### config.mk
export PLATFORM = sky130hd
export DESIGN_NAME = uart_tx_sched
export DESIGN_NICKNAME = d
export VERILOG_FILES = /design/src/rtl/uart_pkg.sv /design/src/rtl/baud_tick_gen.sv /design/src/rtl/uart_tx_sched.sv
export SDC_FILE = /design/constraint.sdc
export NUM_CORES = 1
export LEC_CHECK = 0
export CAP_MARGIN = 40
export CORE_AREA = 5 5 63 65
export DETAILED_ROUTE_END_ITERATION = 8
export DIE_AREA = 0 0 68 70
export PLACE_DENSITY = 0.74
export SKIP_LAST_GASP = 1
export SLEW_MARGIN = 10
export SYNTH_ARGS = -nofsm -noshare
export SYNTH_HDL_FRONTEND = slang
export SYNTH_HIERARCHICAL = 1
export SYNTH_SLANG_ARGS = --single-unit
export TNS_END_PERCENT = 1
### constraint.sdc
create_clock -name CLK -period 3 [get_ports CLK]
set_input_delay 0.6 -clock CLK [delete_from_list [all_inputs] [get_ports CLK]]
set_output_delay 0.6 -clock CLK [all_outputs]
set_load 0.005 [all_outputs]
### src/rtl/uart_pkg.sv
// Shared definitions for the UART transmit scheduler and its output mux.
// Latency: n/a (types and constants only).
// Backpressure: n/a.
package uart_pkg;

    typedef enum logic [2:0] {
        ST_IDLE   = 3'd0,
        ST_START  = 3'd1,
        ST_DATA   = 3'd2,
        ST_PARITY = 3'd3,
        ST_STOP   = 3'd4
    } state_t;

    // Output-mux select encodings; idle line shares the stop (mark) level
    localparam logic [1:0] MUX_START = 2'b00;
    localparam logic [1:0] MUX_STOP  = 2'b01;
    localparam logic [1:0] MUX_DATA  = 2'b10;
    localparam logic [1:0] MUX_PAR   = 2'b11;

    localparam logic [2:0] LAST_DATA_BIT = 3'd7;

    // Map a scheduler state onto the line-driver mux select
    function automatic logic [1:0] mux_for_state(input state_t s);
        case (s)
            ST_START:  return MUX_START;
            ST_DATA:   return MUX_DATA;
            ST_PARITY: return MUX_PAR;
            default:   return MUX_STOP;
        endcase
    endfunction

endpackage

### src/rtl/baud_tick_gen.sv
// Bit-period prescaler: tick pulses once every PRESCALE cycles while clear is low.
// Latency: tick is combinational from the counter; counter restarts at 0 the cycle after clear.
// Backpressure: none; free-running whenever clear is low.
module baud_tick_gen #(
    parameter int PRESCALE = 8
) (
    input  logic CLK,
    input  logic RST,
    input  logic clear,
    output logic tick
);

    localparam logic [7:0] LAST = 8'(PRESCALE - 1);

    logic [7:0] r_cnt;

    assign tick = (r_cnt == LAST);

    // Count cycles within a bit period, wrapping on the tick
    always_ff @(posedge CLK) begin
        if (RST || clear) begin
            r_cnt <= '0;
        end else if (tick) begin
            r_cnt <= '0;
        end else begin
            r_cnt <= r_cnt + 8'd1;
        end
    end

endmodule

### src/rtl/uart_tx_sched.sv
// Two-requester round-robin UART transmit scheduler driving an external serializer and line mux.
// Latency: grant/READY/DATA_VALID combinational in IDLE; frame is (10 + PAR_EN) x PRESCALE cycles.
// Backpressure: requesters hold VALID until their single-cycle READY; VALID is ignored while BUSY.
module uart_tx_sched
    import uart_pkg::*;
#(
    parameter int PRESCALE = 8
) (
    input  logic       CLK,
    input  logic       RST,
    input  logic [7:0] REQ0_DATA,
    input  logic [7:0] REQ1_DATA,
    input  logic       REQ0_VALID,
    input  logic       REQ1_VALID,
    output logic       REQ0_READY,
    output logic       REQ1_READY,
    input  logic       PAR_EN,
    input  logic       PAR_TYP,
    input  logic       ser_done,
    output logic [7:0] P_DATA,
    output logic       DATA_VALID,
    output logic       ser_en,
    output logic [1:0] mux_sel,
    output logic       PAR_TYP_OUT,
    output logic       BUSY,
    output logic       GNT_ID,
    output logic       ERR
);

    state_t     r_state;
    state_t     w_next;
    logic [2:0] r_bit_cnt;
    logic       r_last;
    logic       r_gnt_id;
    logic       r_par_en;
    logic       r_par_typ;
    logic       r_err;
    logic [7:0] r_pdata;

    logic       w_tick;
    logic       w_grant;
    logic       w_winner;
    logic       w_last_tick;

    // Prescaler is held cleared in IDLE so START always begins a full bit period
    baud_tick_gen #(
        .PRESCALE (PRESCALE)
    ) u_tick (
        .CLK   (CLK),
        .RST   (RST),
        .clear (r_state == ST_IDLE),
        .tick  (w_tick)
    );

    // Grant is suppressed while RST is high so a reset cycle never accepts a byte
    assign w_grant     = (r_state == ST_IDLE) && (REQ0_VALID || REQ1_VALID) && !RST;
    assign w_last_tick = (r_state == ST_DATA) && w_tick && (r_bit_cnt == LAST_DATA_BIT);

    assign PAR_TYP_OUT = r_par_typ;
    assign GNT_ID      = r_gnt_id;
    assign ERR         = r_err;

    // Round-robin pick: a lone requester wins, a tie goes to the one not granted last
    always_comb begin
        w_winner = REQ1_VALID;
        if (REQ0_VALID && REQ1_VALID) begin
            w_winner = ~r_last;
        end
    end

    // Next-state decode and per-state outputs
    always_comb begin
        w_next     = r_state;
        REQ0_READY = 1'b0;
        REQ1_READY = 1'b0;
        DATA_VALID = 1'b0;
        P_DATA     = r_pdata;
        ser_en     = 1'b0;
        mux_sel    = mux_for_state(r_state);
        BUSY       = (r_state != ST_IDLE);
        case (r_state)
            ST_IDLE: begin
                if (w_grant) begin
                    w_next     = ST_START;
                    REQ0_READY = ~w_winner;
                    REQ1_READY = w_winner;
                    DATA_VALID = 1'b1;
                    P_DATA     = w_winner ? REQ1_DATA : REQ0_DATA;
                end
            end
            ST_START: begin
                if (w_tick) w_next = ST_DATA;
            end
            ST_DATA: begin
                ser_en = w_tick;
                if (w_last_tick) w_next = r_par_en ? ST_PARITY : ST_STOP;
            end
            ST_PARITY: begin
                if (w_tick) w_next = ST_STOP;
            end
            ST_STOP: begin
                if (w_tick) w_next = ST_IDLE;
            end
            default: w_next = ST_IDLE;
        endcase
    end

    // State register
    always_ff @(posedge CLK) begin
        if (RST) begin
            r_state <= ST_IDLE;
        end else begin
            r_state <= w_next;
        end
    end

    // Per-frame configuration captured at grant so mid-frame input changes are ignored
    always_ff @(posedge CLK) begin
        if (RST) begin
            r_last    <= 1'b1;
            r_gnt_id  <= 1'b0;
            r_par_en  <= 1'b0;
            r_par_typ <= 1'b0;
            r_pdata   <= 8'h00;
        end else if (w_grant) begin
            r_last    <= w_winner;
            r_gnt_id  <= w_winner;
            r_par_en  <= PAR_EN;
            r_par_typ <= PAR_TYP;
            r_pdata   <= w_winner ? REQ1_DATA : REQ0_DATA;
        end
    end

    // Data-bit counter advances on each DATA tick and is zero outside DATA
    always_ff @(posedge CLK) begin
        if (RST || (r_state != ST_DATA)) begin
            r_bit_cnt <= '0;
        end else if (w_tick) begin
            r_bit_cnt <= r_bit_cnt + 3'd1;
        end
    end

    // Sticky error: serializer completion must coincide exactly with the last data tick
    always_ff @(posedge CLK) begin
        if (RST) begin
            r_err <= 1'b0;
        end else if ((w_last_tick && !ser_done) || (ser_done && !w_last_tick)) begin
            r_err <= 1'b1;
        end
    end

endmodule

# After elaboration in Yosys (flattened, before gate mapping)
# Cells that the tools add are included.
# classes
n_eq_ne	12
n_bitwise	2
mux	19
add_sub_neg	2
n_reduce_logical	18
# op_table
cell	n
2-to-1 mux 8 bit	3
2-to-1 mux 3 bit	6
one-hot mux 3 bit (5 select lines)	1
inequality test 2 bit, second input constant	5
adder 8 x 1 -> 8 bit, second input constant	1
equality test 8 x 3 -> 1 bit, second input constant	1
2-to-1 mux 1 bit	8
logical AND 1 bit	7
equality test 3 x 2 -> 1 bit, second input constant	2
equality test 3 bit, second input constant	2
one-hot mux 2 bit (3 select lines)	1
AND reduction 5 bit	1
logical OR 1 bit	4
adder 3 x 1 -> 3 bit, second input constant	1
equality test 3 x 1 -> 1 bit, second input constant	1
zero test 1 bit	3
zero test 3 bit	1
inequality test 3 x 2 -> 1 bit, second input constant	1
nonzero test 3 bit	1
inverter 1 bit	2
OR reduction 2 bit	1
# word_totals
ff_bits	27
elab_cells	62
inputBits	23
out_inout_bits	18

# Longest topological paths before layout
# depth
ltp_word	6
depth_mapped	7
mapped_depth_nobuf	6

# Modules after synthesis
# Netlist, hierarchy kept.
# by_module_without_submodules
module	seq_area_each_um2	area_each_um2	cells_per_inst	n_inst
uart_tx_sched	380.4	1062.3	117	1
baud_tick_gen	160.2	361.6	39	1

# Worst setup path after synthesis
# OpenSTA, ideal clock, no wires.
# synth_path
path_kind	register to output
start	reg u_tick.r_cnt[0]
end	out ser_en
setup_slack_ps	724
stages_incl_launch_ff	6
required_ps	2400
n_path_buf	1
arrival_time_ps	1676
path_cell_list	dfxtp_1 ha_1 or4b_4 nor2_1 clkbuf_1 and4bb_2
# synth_between
elab_chain_len	2
# synth_rtl
element	line	text
start, declared	baud_tick_gen.sv:15	logic [7:0] r_cnt;
start signal, assigned	baud_tick_gen.sv:26	r_cnt <= r_cnt + 8'd1;
equality test 8 x 3 -> 1 bit	baud_tick_gen.sv:17	assign tick = (r_cnt == LAST);
net w_tick	uart_tx_sched.sv:40	logic w_tick;
2-to-1 mux 1 bit	uart_tx_sched.sv:81	case (r_state)
end, declared	uart_tx_sched.sv:22	output logic ser_en,
# The timed path passes the listed nets, and every way through them passes these cells.

# Worst setup path after layout
# layout_path
start	in REQ1_VALID
end	out P_DATA[6]
# layout_between
elab_chain_len	5
elab_cells_between_ends	8
classes_between	mux: 4; reduce/logical: 4
# layout_rtl
element	line	text
start, declared	uart_tx_sched.sv:14	input logic REQ1_VALID,
logical AND 1 bit / logical OR 1 bit (equally long branches)	uart_tx_sched.sv:66, uart_tx_sched.sv:56	
2-to-1 mux 1 bit / logical AND 1 bit (equally long branches)	uart_tx_sched.sv:66, uart_tx_sched.sv:56	
2-to-1 mux 8 bit / logical AND 1 bit (equally long branches)	uart_tx_sched.sv:88, uart_tx_sched.sv:56	
2-to-1 mux 8 bit (*)	uart_tx_sched.sv:83	if (w_grant) begin
2-to-1 mux 8 bit (*)	uart_tx_sched.sv:81	
end, declared	uart_tx_sched.sv:20	output logic [7:0] P_DATA,
# Mark *: on every way between the ends. The rest lies on a longest branch, timed or not.

==> results.txt <==
Crit path max-delay family = buffers and inverters
Post-Synth Simple-Gate Area = 21.2%
Synth Flop Type = dfxtp_1
DRT iter0 DRCs = 59
total gr overflow = 0
CTS Sinks = 27
worst path bufs/invs = 3
n_diodes = 0
WL/cell = 13.9 um
Worst path max stage delay = 520 ps
share of the yosys chip area belonging to registers = 38.0%
Initial Utilization = 43.4%
post-synthesis compound-gate area fraction = 21.2%
YS warnings = 6
CTS clk-pin slew, worst paths = 140 ps
number of global-route vias before repair = 1,234
number of port buffers = 40
power per cell area = 519 nW/um^2
routed vias = 1,264
DRC = 0
RSZ-0062 raised after global routing = yes
Post-CTS Setup Inserts = 0
Mapped Cells = 156
DP Wirelength = 2.48 mm
Hold Vio Cnt, Final = 0
Overall Global Routing Usage = 14.7%
Unique masters post-synth = 42
row count = 21
largest family of logic cells by synthesized area = compound AO/OA/AOI/OAI gates
commonest non-fill, non-tap cell in the layout = clkdlybuf4s50_1
GPL Wtd Cong = 0.784
chip height = 70 um
Final Max Tran Viols = 0
initial antenna violation count = 0
status = finished, final reports clean
clk_lat worst skew = 320 ps
Synth Area in XOR/XNOR = 3.08%
Mapped Area = 1420 um^2
Fill cells = 287
number of synthesized flops with an enable pin = 0
core area = 3280 um^2
Pleak = 0.687 nW
ANT nets after route = 0
synthesized netlist net count = 183
critical path data required time = 2400 ps
H-tree depth = 1
maximum clock rate = 0.340 GHz
Root Buffer = clkbuf_4
clk buf depth = 2
Seq cells post-synth = 27
Routed WL = 3.37 mm
Die X-Extent = 68 um
Tcrit/Tclk final = 97.9%
Async SR Flop Fraction = 0%
CTS tree = done
final-stage net count = 225
dpl cells = 238
post-synthesis mux area share = 7.82%
clock skew = 3.32 ps
number of max-cap violations = 0
fin cells = 243
CP Launch Type = input port
Critical Path AT = 2340 ps
area grow syn2layout = 35.3%
Tightest Pin Transition = 415 ps
post-synth top area share = 38.0%
TritonCTS Buffers = 3
CP Class = in2out
Final min period = 2940 ps
Avg Inst Size Synth = 9.13 um^2
commonest non-fill, non-tap cells in the layout = clkdlybuf4s50_1 (40), dfxtp_1 (25), a21oi_1 (22)
worst ir drop on vdd = 0.000274 V
Min Hold Slack = 447 ps
crit path cell chain = clkdlybuf4s50_1, a21boi_2, buf_2, mux2i_1, a21oi_1, clkdlybuf4s50_1
first-pass GRT wire length = 5.60 mm
crit-path max FO = 5
ranking of synthesized cells by area = dfxtp_1 (38%), a21oi_1 (7.7%), mux2i_1 (7.0%), a211oi_1 (5.8%), ha_1 (3.5%)
die area = 4760 um^2
Rel. slew slack = 72.3%
first-pass detailed-route iteration total = 2
Min-Delay Path Class = reg2reg
share of cells above drive strength 1 = 11.7%
cell mode on critical path = clkdlybuf4s50_1
total I/O pin count = 41
CP endpoint kind = output port
post-synth top area cell = dfxtp_1
CTS Hold Bufs = 0
Post-Synth Adder-Cell Area = 3.51%
Critical-path top delay cell = clkdlybuf4s50_1
Final setup viols = 0
DR vias/cell = 5.20
largest net degree at the start of global routing = 21
power by group:
part	switching, mW	internal, mW	total [mW]
clock	0.106	0.0521	0.158
sequential	0.0374	0.398	0.436
combinational	0.178	0.227	0.406
state kept, by name, summed over array words and instances (netlist names):
name,count
r_pdata,8
u_tick/r_cnt,8
r_bit_cnt,3
r_state,3
ERR,1
GNT_ID,1
PAR_TYP_OUT,1
r_last,1
r_par_en,1
through the flow:
stage	instance area [um^2]	utilization [%]	TNS, ps	worst slack (ps)	power (mW)
floorplan	1420	-	0	724	0.653
global placement	1880	57.2	0	91.0	0.837
detailed placement	1880	57.2	0	63.0	0.845
CTS	1910	58.1	0	35.4	1.00
global route	1930	58.7	-33.7	-22.9	1.06
finish	1930	58.7	0	62.0	0.999
timing repair:
action                                  CTS  global route
resized for setup                         1             5
cloned                                    0             1
endpoints found under the setup margin    1             8
Yosys cell counts, types with 2 or more instances:
| cell | count |
|---|---|
| dfxtp_1 | 27 |
| nor3_4 | 2 |
| nand2b_1 | 3 |
| buf_2 | 3 |
| and3_1 | 2 |
| nand2_1 | 3 |
| nor3_1 | 3 |
| clkbuf_1 | 3 |
| a21oi_1 | 22 |
| mux2i_1 | 10 |
| nand3b_1 | 2 |
| or3_1 | 3 |
| nand3_1 | 4 |
| or4b_1 | 3 |
| o21ai_0 | 6 |
| nor4_1 | 2 |
| xor2_1 | 3 |
| ha_1 | 4 |
| a211oi_1 | 11 |
| nor2_1 | 13 |
| inv_1 | 3 |
| buf_4 | 3 |
| xnor2_1 | 2 |
worst reg2reg max path, delay by kind of cell (launching register included):
family,cells,cell delay (ps)
flops,1,380
fa+ha+maj,1,190
buf+inv,1,170
simple gates,2,640
compound gates,3,570
layer usage:
| metal | share of wire, % | vias up | GRT usage, % |
|---|---|---|---|
| li1 | - | 656 | - |
| met1 | 47 | 569 | 20.4 |
| met2 | 45 | 34 | 21.9 |
| met3 | 6.5 | 5 | 3.85 |
| met4 | 1.2 | 0 | 4.64 |
| met5 | 0 | - | 0 |
cell families after synthesis:
| family | Yosys count |
|---|---|
| adders and majority gates | 4 |
| muxes | 11 |
| xor gates and xnor gates | 5 |
| AOI/OAI and AO/OA | 48 |
| DFF | 27 |
| and+or+nand+nor | 47 |
| buffers and inverters | 14 |
area by class of cell:
cell class                 count  area [um^2]  area share (%)
clock buffer                   4         26.3            1.36
inverter                       4         15.0           0.779
multi-input combinational    115          815            42.3
sequential                    27          543            28.2
tap                           46         57.6            2.99
timing repair buffer          47          470            24.4
path summary, 6_finish.rpt:
check	slack (ps)	end	cells past startpoint	from
worst min register to register	450	u_tick/r_cnt[0]	1	u_tick/r_cnt[0]
worst min-delay path	450	u_tick/r_cnt[0]	1	u_tick/r_cnt[0]
worst max register to register	970	r_state[1]	7	u_tick/r_cnt[0]
worst max-delay path	60	P_DATA[6]	6	REQ1_VALID
(Power assumes the default switching activity.)
